**src/rtl/mod_counter_pkg.sv**
```systemverilog
// -----------------------------------------------------------------------------
// mod_counter_pkg
//
// Shared types and helpers for the modulo up/down counter family.
//   dir_t          : count direction (DIR_DN / DIR_UP)
//   cnt_word_t     : widest supported count word; narrower counters zero-extend
//                    into it, which is exact for the comparisons and the +/-1
//                    arithmetic done by next_count()
//   next_t         : next_count() result, {count, wrap}
//   prescale_width : prescaler counter width, max(1, $clog2(PRESCALE))
//   next_count     : pure next-state function for one count step
// -----------------------------------------------------------------------------
package mod_counter_pkg;

  typedef enum logic {
    DIR_DN = 1'b0,
    DIR_UP = 1'b1
  } dir_t;

  localparam int CNT_MAX_WIDTH = 64;

  typedef logic [CNT_MAX_WIDTH-1:0] cnt_word_t;

  typedef struct packed {
    cnt_word_t count;
    logic      wrap;
  } next_t;

  function automatic int prescale_width(input int prescale);
    return (prescale <= 1) ? 1 : $clog2(prescale);
  endfunction

  // One count step. Increment only happens when count < mod_max and decrement
  // only when count > 0, so the result never leaves the operand width.
  function automatic next_t next_count(input cnt_word_t count,
                                       input cnt_word_t mod_max,
                                       input dir_t      dir);
    next_t res;
    res.count = count;
    res.wrap  = 1'b0;
    if (dir == DIR_UP) begin
      if (count == mod_max) begin
        res.count = '0;
        res.wrap  = 1'b1;
      end else if (count > mod_max) begin
        // Out-of-range value (loaded above mod_max): recover without a wrap.
        res.count = '0;
      end else begin
        res.count = count + cnt_word_t'(1);
      end
    end else begin
      if (count == '0) begin
        res.count = mod_max;
        res.wrap  = 1'b1;
      end else if (count > mod_max) begin
        res.count = mod_max;
      end else begin
        res.count = count - cnt_word_t'(1);
      end
    end
    return res;
  endfunction

endpackage

```
**src/rtl/mod_updown_counter_prescaler.sv**
```systemverilog
// -----------------------------------------------------------------------------
// count_prescaler
//
// Divides enabled cycles by PRESCALE. The internal counter runs 0..PRESCALE-1
// on enabled, non-clear cycles and STEP is high on the PRESCALE-th one.
//
// Parameters
//   PRESCALE : enabled cycles per STEP (>= 1); PRESCALE=1 gives STEP=EN&~CLR
// Ports
//   CLK   in  clock, rising edge
//   RST_  in  asynchronous active-low reset, clears the divider
//   EN    in  advance the divider this cycle
//   CLR   in  synchronous clear (a counter load); wins over EN
//   STEP  out combinational step strobe for the counter
// -----------------------------------------------------------------------------
module count_prescaler
  import mod_counter_pkg::*;
#(
  parameter int PRESCALE = 4
) (
  input  logic CLK,
  input  logic RST_,
  input  logic EN,
  input  logic CLR,
  output logic STEP
);

  localparam int            PW   = prescale_width(PRESCALE);
  localparam logic [PW-1:0] LAST = PW'(PRESCALE - 1);

  logic [PW-1:0] psc_q;
  logic [PW-1:0] psc_d;

  always_comb begin
    // NOTE: every combinational output gets a default first so no path leaves
    // it unassigned, which would otherwise infer a latch.
    psc_d = psc_q;
    if (CLR) begin
      psc_d = '0;
    end else if (EN) begin
      psc_d = (psc_q == LAST) ? '0 : psc_q + PW'(1);
    end
  end

  // NOTE: the reset is in the sensitivity list, so it acts asynchronously.
  always_ff @(posedge CLK or negedge RST_) begin
    if (!RST_) begin
      psc_q <= '0;
    end else begin
      // NOTE: state flops use non-blocking assignment so every flop samples
      // pre-edge values regardless of block ordering.
      psc_q <= psc_d;
    end
  end

  assign STEP = EN & ~CLR & (psc_q == LAST);

endmodule

```
**src/rtl/mod_updown_counter.sv**
```systemverilog
// -----------------------------------------------------------------------------
// mod_updown_counter
//
// Modulo up/down counter with run-time terminal value, load, terminal-count
// flag for cascading and a registered wrap pulse. Counts over 0..MOD_MAX.
// Optional prescaler compiled in with `define MOD_COUNTER_PRESCALE_EN.
//
// Parameters
//   WIDTH    : count width, 1..64
//   PRESCALE : enabled cycles per count step (prescaler build only)
// Ports
//   CLK      in  clock, rising edge
//   RST_     in  asynchronous active-low reset
//   EN       in  synchronous enable, gates load and count
//   LD       in  synchronous load of DATA (only with EN=1)
//   UP       in  direction, 1 = up, 0 = down
//   DATA     in  load value (taken verbatim, may exceed MOD_MAX)
//   MOD_MAX  in  terminal value
//   COUNT    out registered count
//   TC       out combinational terminal count, reflects live UP / MOD_MAX
//   WRAP     out registered one-cycle pulse after a wrapping step
// -----------------------------------------------------------------------------
module mod_updown_counter
  import mod_counter_pkg::*;
#(
  parameter int WIDTH    = 8,
  parameter int PRESCALE = 4
) (
  input  logic             CLK,
  input  logic             RST_,
  input  logic             EN,
  input  logic             LD,
  input  logic             UP,
  input  logic [WIDTH-1:0] DATA,
  input  logic [WIDTH-1:0] MOD_MAX,
  output logic [WIDTH-1:0] COUNT,
  output logic             TC,
  output logic             WRAP
);

  logic [WIDTH-1:0] count_q;
  logic [WIDTH-1:0] count_d;
  logic             wrap_q;
  logic             wrap_d;
  logic             load;
  logic             step;
  dir_t             dir;
  next_t            step_res;

  assign dir  = dir_t'(UP);
  assign load = EN & LD;

`ifdef MOD_COUNTER_PRESCALE_EN
  count_prescaler #(
    .PRESCALE (PRESCALE)
  ) u_prescaler (
    .CLK  (CLK),
    .RST_ (RST_),
    .EN   (EN),
    .CLR  (load),
    .STEP (step)
  );
`else
  // Every enabled, non-load cycle is a step; PRESCALE has no effect here.
  logic unused_prescale;
  assign unused_prescale = (PRESCALE != 0);
  assign step            = 1'b1;
`endif

  assign step_res = next_count(cnt_word_t'(count_q), cnt_word_t'(MOD_MAX), dir);

  // Upper bits of the widened result are always zero.
  logic unused_step_hi;
  assign unused_step_hi = ^step_res;

  always_comb begin
    count_d = count_q;
    wrap_d  = 1'b0;
    if (load) begin
      count_d = DATA;
    end else if (EN && step) begin
      count_d = step_res.count[WIDTH-1:0];
      wrap_d  = step_res.wrap;
    end
  end

  always_ff @(posedge CLK or negedge RST_) begin
    if (!RST_) begin
      count_q <= '0;
      wrap_q  <= 1'b0;
    end else begin
      count_q <= count_d;
      wrap_q  <= wrap_d;
    end
  end

  assign COUNT = count_q;
  assign WRAP  = wrap_q;
  assign TC    = (dir == DIR_UP) ? (count_q == MOD_MAX) : (count_q == '0);

endmodule
```
**config.mk**
```make
export PLATFORM = sky130hd
export DESIGN_NAME = mod_updown_counter
export DESIGN_NICKNAME = d
export VERILOG_FILES = /design/src/rtl/mod_counter_pkg.sv /design/src/rtl/mod_updown_counter_prescaler.sv /design/src/rtl/mod_updown_counter.sv
export SDC_FILE = /design/constraint.sdc
export NUM_CORES = 1
export LEC_CHECK = 0
export CAP_MARGIN = 15
export CORE_ASPECT_RATIO = 1.4
export CORE_UTILIZATION = 47
export DETAILED_ROUTE_END_ITERATION = 16
export PLACE_DENSITY = 0.89
export SETUP_SLACK_MARGIN = 0.02
export SLEW_MARGIN = 10
export SYNTH_ARGS = -nofsm -noshare
export SYNTH_HDL_FRONTEND = slang
export SYNTH_SLANG_ARGS = --single-unit
```
**constraint.sdc**
```tcl
create_clock -name CLK -period 2.66 [get_ports CLK]
set_clock_uncertainty 0.1 [all_clocks]
set_input_delay 0.532 -clock CLK [delete_from_list [all_inputs] [get_ports CLK]]
set_output_delay 0.532 -clock CLK [all_outputs]
set_load 0.01 [all_outputs]
```
==> impl_metrics.yaml <==
yosys:
  yosys_warnings: 0
  ys_seq_area_share_pct: 20.9
  synth_top_family_by_area: "compound AO/OA/AOI/OAI gates"
  synth_mux_area_share_pct: 5.58
  syn_nets: 166
  synth_xor_area_share_pct: 7.33
  netlist_area_um2: 1080
  synth.distinct_cells: 37
  synth-compound-area-share_pct: 25.9
  syn_avg_cell_area_um2: 7.97
  synthSimpleGateAreaFrac_pct: 21.0
  ys_ff_latch: 9
  synth_cells: 135
  synthAdderAreaFrac_pct: 11.6
placed_design:
  placedCellCount: 200
  portBuffers: 30
  place.gp.congestion: 0.894
  place_area_um2: 1520
  dpl.hpwl_mm: 2.60
sta:
  timing.fmax_mhz: 392
  period_share_pct: 95.8
  setup_viol: 0
  hold_ws_ns: 0.466
  timing.slew.headroom_pct: 68.9
  rsz0062_at_grt: "no"
  fin_tns_setup_ns: 0
  period_needed_ns: 2.55
  hold_viol: 0
  slew_violations: 0
  tightest_slew_ns: 0.465
cells_and_area:
  drive_above_1_share_pct: 25.1
  instances_no_fill: 205
  n_antenna_cell: 0
  area_growth_pct: 52.2
  nets: 215
  final_area_um2: 1640
drt:
  drcViolationCount: 0
  final_antenna_net_count: 0
  drt_iter0_drc: 62
  routed_wl_mm: 3.46
  vias: 1241
  via_per_inst: 6.05
  drt_first_pass_iters: 4
  wl_per_cell_um: 16.9
worst_setup_path:
  critPathMaxStageDelay_ns: 0.46
  r2r-start: "COUNT[1]"
  cp_slowest_cell: "clkdlybuf4s50_1"
  crit_chain: "clkdlybuf4s50_1 > inv_1 > ha_4 > nand4_1 > nor2_2 > nand2_1 > o21ai_1 > buf_2"
  critPathRequiredTime_ns: 2.03
  cp_num_buf_inv: 3
  cp_top_family: "buffers and inverters"
  cp_max_fo: 3
  timing.rr.end: "COUNT[0]"
  critPathArrivalTime_ns: 1.92
  cp-start-kind: "input port"
  cp-end-kind: "output port"
  r2r_slack_ns: 0.15
  crit_cells: 8
  worstSetupPathType: "input port to output port"
  r2r_cells: 8
clock_tree:
  cts_tree: "built"
  postCtsHoldBufs: 0
  cts_max_level: 1
  path_clk_slew_ns: 0.07
  cts_buffers: 3
  clk_latency_ns: 0.28
  clock_sinks: 9
  cts_buffer_depth: 2
  cts_root_buffer: "clkbuf_4"
floorplan:
  die_y_um: 58.6
  die_w_um: 42.4
  die_area_um2: 2490
  core_area_um2: 2180
  boundaryPins: 31
  num_rows: 20
  start_util_pct: 49.4
power_and_ir_drop:
  p_int_mw: 0.633
  p_leak_nw: 0.752
  p_comb_share_pct: 71.0
  p_sw_mw: 0.497
  seq_power_share_pct: 18.6
  ir_worst_vdd_mv: 0.466
  power_density_nw_per_um2: 690
  clkPwrFrac_pct: 10.4
  p_sw_share_pct: 44.0
run_status:
  run_status: "finished clean"
global_routing:
  grt_pass1_wl_mm: 5.43
  grt_max_degree: 13
  overflow: 0
  antenna_found_initial: 0
  grt_pass1_vias: 1180
  grt_use_total_pct: 29.6
min_path:
  min_path_type: "input port to async pin"
run:
  maxCapViolations: 0
==> sequential cells by signal (all words and copies together), names as in the netlist <==
signal,flops
WRAP,1
COUNT,8
==> Yosys cell counts <==
library cell	n	share of area, %
inv_1	11	3.8
ha_1	10	12
dfrtp_1	9	21
nand2_1	9	3.1
o22ai_1	8	4.7
a21oi_1	7	3.3
o21ai_0	7	3.3
mux2i_1	6	5.6
nand3_1	6	2.8
nor2_1	6	2.1
o21a_1	6	4.2
xor2_1	6	4.9
buf_2	4	1.9
a31oi_1	3	1.7
and3_1	3	1.7
clkbuf_1	3	1.0
nand4_1	3	1.7
nor2b_1	3	1.7
or2_2	3	1.7
xnor2_1	3	2.4
o211ai_2	2	2.3
o31ai_1	2	1.4
a211o_2	1	0.93
a31o_2	1	0.81
and2_1	1	0.58
dlygate4sd1_1	1	0.81
nand3b_1	1	0.70
nor2_2	1	0.58
nor2b_4	1	1.3
o2111ai_1	1	0.81
o22a_1	1	0.81
o311a_1	1	0.93
o31a_1	1	0.81
or2b_1	1	0.70
or3_1	1	0.58
or4_1	1	0.70
or4b_1	1	0.93
==> repair_timing <==
action | CTS | global route
setup buffers | 0 | 1
gates resized for setup | 7 | 16
setup endpoints to repair | 9 | 9
gates cloned | 0 | 0
pin swaps | 3 | 11
hold endpoints to repair | 0 | 0
==> kinds of logic (layout without fill, tap and decap cells) <==
group / Yosys count / count (layout)
xor+xnor: 9 / 9
flops: 9 / 9
simple gates: 41 / 41
fa+ha+maj: 10 / 10
compound gates: 41 / 41
buf+inv: 19 / 67
mux: 6 / 6
==> worst max-delay path by stage <==
stage | from | endpoint | slack [ns]
after floorplan | MOD_MAX[1] | COUNT[0] | 0.35
after global placement | MOD_MAX[6] | TC | -0.35
after detailed placement | MOD_MAX[7] | TC | -0.42
after CTS | MOD_MAX[6] | TC | 0.01
after global routing | MOD_MAX[2] | COUNT[6] | 0.004
final | MOD_MAX[2] | TC | 0.11
==> metrics by stage <==
stage | worst slack (ns) | power [mW] | utilization [%]
after floorplan | 0.352 | 0.637 | -
after global placement | -0.354 | 0.899 | 69.9
after detailed placement | -0.418 | 0.933 | 69.9
after CTS | 0.0102 | 1.07 | 71.7
after global routing | 0.00427 | 1.21 | 75.2
final | 0.111 | 1.13 | 75.2
==> placed cells by master, fill, tap and decap left out, drive strengths merged, types with 2 or more instances in the layout <==
| cell | count |
|---|---|
| o31ai | 2 |
| clkdlybuf4s50 | 23 |
| buf | 23 |
| dfrtp | 9 |
| nand4 | 3 |
| a31oi | 3 |
| clkbuf | 4 |
| dlymetal6s2s | 6 |
| nand2 | 9 |
| nor2b | 4 |
| o21a | 6 |
| ha | 10 |
| and3 | 3 |
| o22ai | 8 |
| mux2i | 6 |
| xor2 | 6 |
| nand3 | 6 |
| o21ai | 7 |
| or2 | 3 |
| inv | 11 |
| nor2 | 7 |
| a21oi | 7 |
| o211ai | 2 |
| xnor2 | 3 |
==> routing by layer <==
layer / routed length, µm / track usage, % / vias to the layer above
met4: 175 / 20.5 / 0
met2: 1790 / 51.0 / 55
li1: - / - / 587
met3: 185 / 3.99 / 17
met5: 0 / 0 / -
met1: 1310 / 33.3 / 582
==> power by group through the flow <==
| stage | Clock (mW) | Sequential [mW] | Combinational, mW |
|---|---|---|---|
| floorplan | 0 | 0.236 | 0.401 |
| global placement | 0 | 0.200 | 0.699 |
| detailed placement | 0 | 0.202 | 0.731 |
| CTS | 0.117 | 0.203 | 0.751 |
| global route | 0.126 | 0.214 | 0.867 |
| finish | 0.117 | 0.210 | 0.803 |
==> area by class of cell <==
| cell class | count | area [µm²] |
|---|---|---|
| multi-input cells | 107 | 842 |
| clock buffers | 4 | 26.3 |
| flip-flops and latches | 9 | 225 |
| inverters | 11 | 41.3 |
| well taps | 22 | 27.5 |
| repair buffers | 52 | 475 |
| fillers | 151 | 539 |
Power figures use the tool's default switching activity.
